--- config.mk ---
export PLATFORM = sky130hd
export DESIGN_NAME = mux2_rr_feeder
export DESIGN_NICKNAME = d
export VERILOG_FILES = /design/src/rtl/mux2_rr_feeder.sv
export SDC_FILE = /design/constraint.sdc
export NUM_CORES = 1
export LEC_CHECK = 0
export CORE_AREA = 2 2 39 41
export DETAILED_ROUTE_END_ITERATION = 10
export DIE_AREA = 0 0 41 43
export SYNTH_ARGS = -nofsm -noshare
export SYNTH_HDL_FRONTEND = slang
export SYNTH_SLANG_ARGS = --single-unit
--- constraint.sdc ---
create_clock -name clk -period 2.31 [get_ports clk]
set_clock_uncertainty 0.1 [all_clocks]
set_input_delay 0.462 -clock clk [delete_from_list [all_inputs] [get_ports clk]]
set_output_delay 0.462 -clock clk [all_outputs]
set_load 0.01 [all_outputs]
--- src/rtl/mux2_rr_feeder.sv ---
// mux2_rr_feeder: round-robin arbiter in front of a 2:1 mux.
// It picks which of two single-bit sources drives the mux, limits how long one
// source may hold the mux while the other waits, and registers the selected
// beat into a valid/ready output stream.
module mux2_rr_feeder #(
  parameter int MAX_BURST = 4
) (
  input  logic clk,
  input  logic rst,
  input  logic req0,
  input  logic req1,
  output logic gnt0,
  output logic gnt1,
  output logic sel,
  input  logic mux_y,
  output logic dout,
  output logic dout_vld,
  input  logic dout_rdy
);

  typedef enum logic [1:0] {
    IDLE = 2'd0,
    OWN0 = 2'd1,
    OWN1 = 2'd2
  } state_t;

  localparam logic [3:0] MAX_C = 4'(MAX_BURST);

  state_t     state;
  logic [3:0] cnt;
  logic       stall;
  logic       grant;
  logic       gsrc;
  logic       same_owner;

  // Burst counter increment that stops at the burst limit, so a lone
  // requester can keep the mux indefinitely without the count wrapping.
  function automatic logic [3:0] sat_inc(input logic [3:0] c);
    return (c >= MAX_C) ? MAX_C : c + 4'd1;
  endfunction

  // Grant decision: a held output register blocks all grants; otherwise
  // lone requesters win outright and contention follows the burst limit.
  always_comb begin
    stall = dout_vld & ~dout_rdy;
    grant = 1'b0;
    gsrc  = 1'b0;
    if (!rst && !stall) begin
      if (req0 && !req1) begin
        grant = 1'b1;
        gsrc  = 1'b0;
      end else if (req1 && !req0) begin
        grant = 1'b1;
        gsrc  = 1'b1;
      end else if (req0 && req1) begin
        grant = 1'b1;
        unique case (state)
          OWN0:    gsrc = (cnt >= MAX_C);
          OWN1:    gsrc = (cnt <  MAX_C);
          default: gsrc = 1'b0;
        endcase
      end
    end
  end

  assign same_owner = ((state == OWN0) && !gsrc) || ((state == OWN1) && gsrc);

  // sel is forced low whenever nothing is granted.
  assign gnt0 = grant & ~gsrc;
  assign gnt1 = grant &  gsrc;
  assign sel  = grant &  gsrc;

  // Owner, burst count and output valid: hold on stall, track grants otherwise.
  always_ff @(posedge clk) begin
    if (rst) begin
      state    <= IDLE;
      cnt      <= 4'd0;
      dout_vld <= 1'b0;
    end else if (!stall) begin
      if (grant) begin
        state    <= gsrc ? OWN1 : OWN0;
        cnt      <= same_owner ? sat_inc(cnt) : 4'd1;
        dout_vld <= 1'b1;
      end else begin
        state <= IDLE;
        cnt   <= 4'd0;
        if (dout_rdy) dout_vld <= 1'b0;
      end
    end
  end

  // Captured beat: mux output is sampled only in grant cycles.
  always_ff @(posedge clk) begin
    if (rst) begin
      dout <= 1'b0;
    end else if (grant) begin
      dout <= mux_y;
    end
  end

endmodule

==> metrics.txt <==
Max-Cap Viols 0; fraction of the mapped netlist area in adder cells under 10%; most frequent cells in the layout buf_4, nor2_1, clkdlybuf4s50_1; final worst slack about 8.2 ps; Clock Tree Buf Depth 2; worst hold stages 1; Row Count 14; minimum clock period approximately 2300 ps; initial antenna violation count 0; core area ~1400 um2; DRT Wirelength between 1 and 1.5 mm; syn avg cell area ~9.1 um2; Ports 11; Slew @ Worst Pin around 430 ps; detailed placement HPWL slightly below 800 um; flip-flop and latch count after synthesis 8; sequential cell area fraction in the yosys report around a third; cells on worst reg2reg path 8; Antenna Violating Nets Remaining 0; Clock Sinks 8; Most used DFF post-synth dfxtp_1; worst vdd ir approximately 0.28 mV; Worst Setup Start Kind register; register area between 150 and 200 um2; run status finished, final reports clean; global-route wire length before repair 1.800 mm; FMAX around 430 MHz; Die Ht 43 um; Vias/cell ~5; total vias in the final route about 460; Setup Crit Path Kind register to output port; Synth Area in Compound Gates a little over a quarter; TritonCTS clock tree built; CP Launch Point state[0]$_SDFFE_PP0N_; Worst EP required 1750 ps; static leakage 0.3149 nW; router iterations before antenna repair 2; worst min-delay path class register to register; commonest non-fill, non-tap cell in the layout buf_4; total gr overflow 0; fillcell total around 140; Post-Synth Simple-Gate Area a little over a fifth; cts hold-fix bufs 0; vias in the first global route about 440; root buf cell clkbuf_4; Min Hold Slack ~360 ps; Starting Density 33.00%; R2R setup slack 490 ps; CP endpoint gnt0; cell area after synthesis between 400 and 500 um2; Total Power ~0.00033 W; Worst Path Arrival around 1700 ps; Slew headroom a little under three quarters; Routed WL per cell ~12 um; die area roughly 1800 um2; final-report setup violation count 0; hold_sp cnt[1]$_SDFFE_PP0N_; Cell variety after synth 28; final hold violations 0; RSZ-0062 raised after global routing yes; number of synthesized flops with an enable pin 0; layout cells sized above 1 between 30% and 40%; Mapped Cells 50; Reg clk slew, reported paths roughly 50 ps; Worst R2R End state[0]$_SDFFE_PP0N_; post-synthesis xor/xnor area fraction 0%; I/O Buffers 10; period utilization between 90% and 100%; fraction of registers with async set/reset 0%; Die Wd ~41 um; Skew-Pair Late Insertion Delay around 250 ps; 1st-iter DRT viols 1; Setup crit end kind output port; Setup WS pre-CTS -285.6 ps; Yosys warning count 0; area of the multi-input gates 285.3 um2; Inserted Diodes 0; largest family of logic cells by synthesized area compound AO/OA/AOI/OAI gates; Final Max Slew Viols 0; H-Tree Depth 1; drc violations 0; global-route usage over all layers between 10% and 20%; CP Max Fanout 4; Synth Net Count between 50 and 60; largest net degree at the start of global routing 8; pwr/cell area 479.5 nW/um2; slowest stage delay, CP 330 ps; RePlAce Congestion 0.7205; Layout Nets between 80 and 90; Crit Reg-Reg Startpoint state[0]$_SDFFE_PP0N_; multiplexer area fraction after synthesis 2.192%; Critical-path top delay cell or3b_1; Num CTS Buffers 3; CP Cell Sequence inv_2, ha_4, or3b_1, a21o_1, a211oi_4, nor2_1, buf_2; Area growth syn-to-layout 51.51%
## metrics by stage
stage / util [%] / instance area (um2) / setup TNS [ps] / cells
2_1_floorplan: - / 456.7 / 0 / 50
3_3_place_gp: 46.75 / 646.9 / -700.0 / 85
3_5_place_dp: 46.75 / 646.9 / -768.4 / 85
4_1_cts: 49.46 / 684.4 / -8.303 / 90
5_1_grt: 50.00 / 691.9 / -188.5 / 91
6_report: 50.00 / 691.9 / 0 / 91
## worst max-delay path: cells and delay by family, from the launching register on
kind	cells	cell delay [ps]
fa+ha+maj	1	120
flops	1	320
buf+inv	2	210
compound gates	2	450
simple gates	2	390
## cell families (layout without fill, tap and decap cells)
group,count (synthesis),count (layout)
buf+inv,5,30
flops,8,8
mux,1,1
fa+ha+maj,3,3
simple gates,19,19
compound gates,14,14
## what timing repair did
action,CTS,global route
buffers inserted,2,1
setup endpoints to repair,3,3
resized for setup,17,0
pin swaps,4,0
## Yosys cell counts, types with 2 or more instances
| cell | instances | area share (%) |
|---|---|---|
| a21o_1 | 3 | 4.9 |
| dfxtp_1 | 8 | 35 |
| ha_1 | 3 | 8.2 |
| inv_1 | 3 | 2.5 |
| nand2b_1 | 2 | 2.7 |
| nor2_1 | 7 | 5.8 |
| nor2b_1 | 2 | 2.7 |
| nor3_1 | 2 | 2.2 |
## state kept, by name, indices dropped and copies added, names as in the netlist
name and count:
dout_vld 1, cnt 4, state 2, dout 1
## worst min-delay path by stage
| stage | to | slack, ps |
|---|---|---|
| floorplan | cnt[1]$_SDFFE_PP0N_ | 330 |
| global placement | cnt[1]$_SDFFE_PP0N_ | 340 |
| detailed placement | cnt[1]$_SDFFE_PP0N_ | 350 |
| CTS | cnt[1]$_SDFFE_PP0N_ | 360 |
| global route | cnt[1]$_SDFFE_PP0N_ | 390 |
| finish | cnt[1]$_SDFFE_PP0N_ | 360 |
## metal layers
metal  up-vias  GRT usage (%)  part of all wire [%]
met5         -              0                     0
met4         0          12.00                   1.8
met3         2              0                   2.0
met2         6          21.25                    49
met1       213          20.20                    47
li1        234              -                     -
## report_power, final
part           internal (W)  switching, W  total [W]
Combinational     0.0000450     0.0000340  0.0000790
Clock             0.0000592     0.0000437   0.000103
Sequential         0.000145    0.00000453   0.000150
## area by class of cell
class	instances	area share (%)
Clock buffer	3	3.255
Multi-Input combinational cell	37	41.23
Sequential cell	8	23.51
Timing Repair Buffer	24	27.49
Tap cell	16	2.893
Inverter	3	1.627
(Power assumes the default switching activity.)
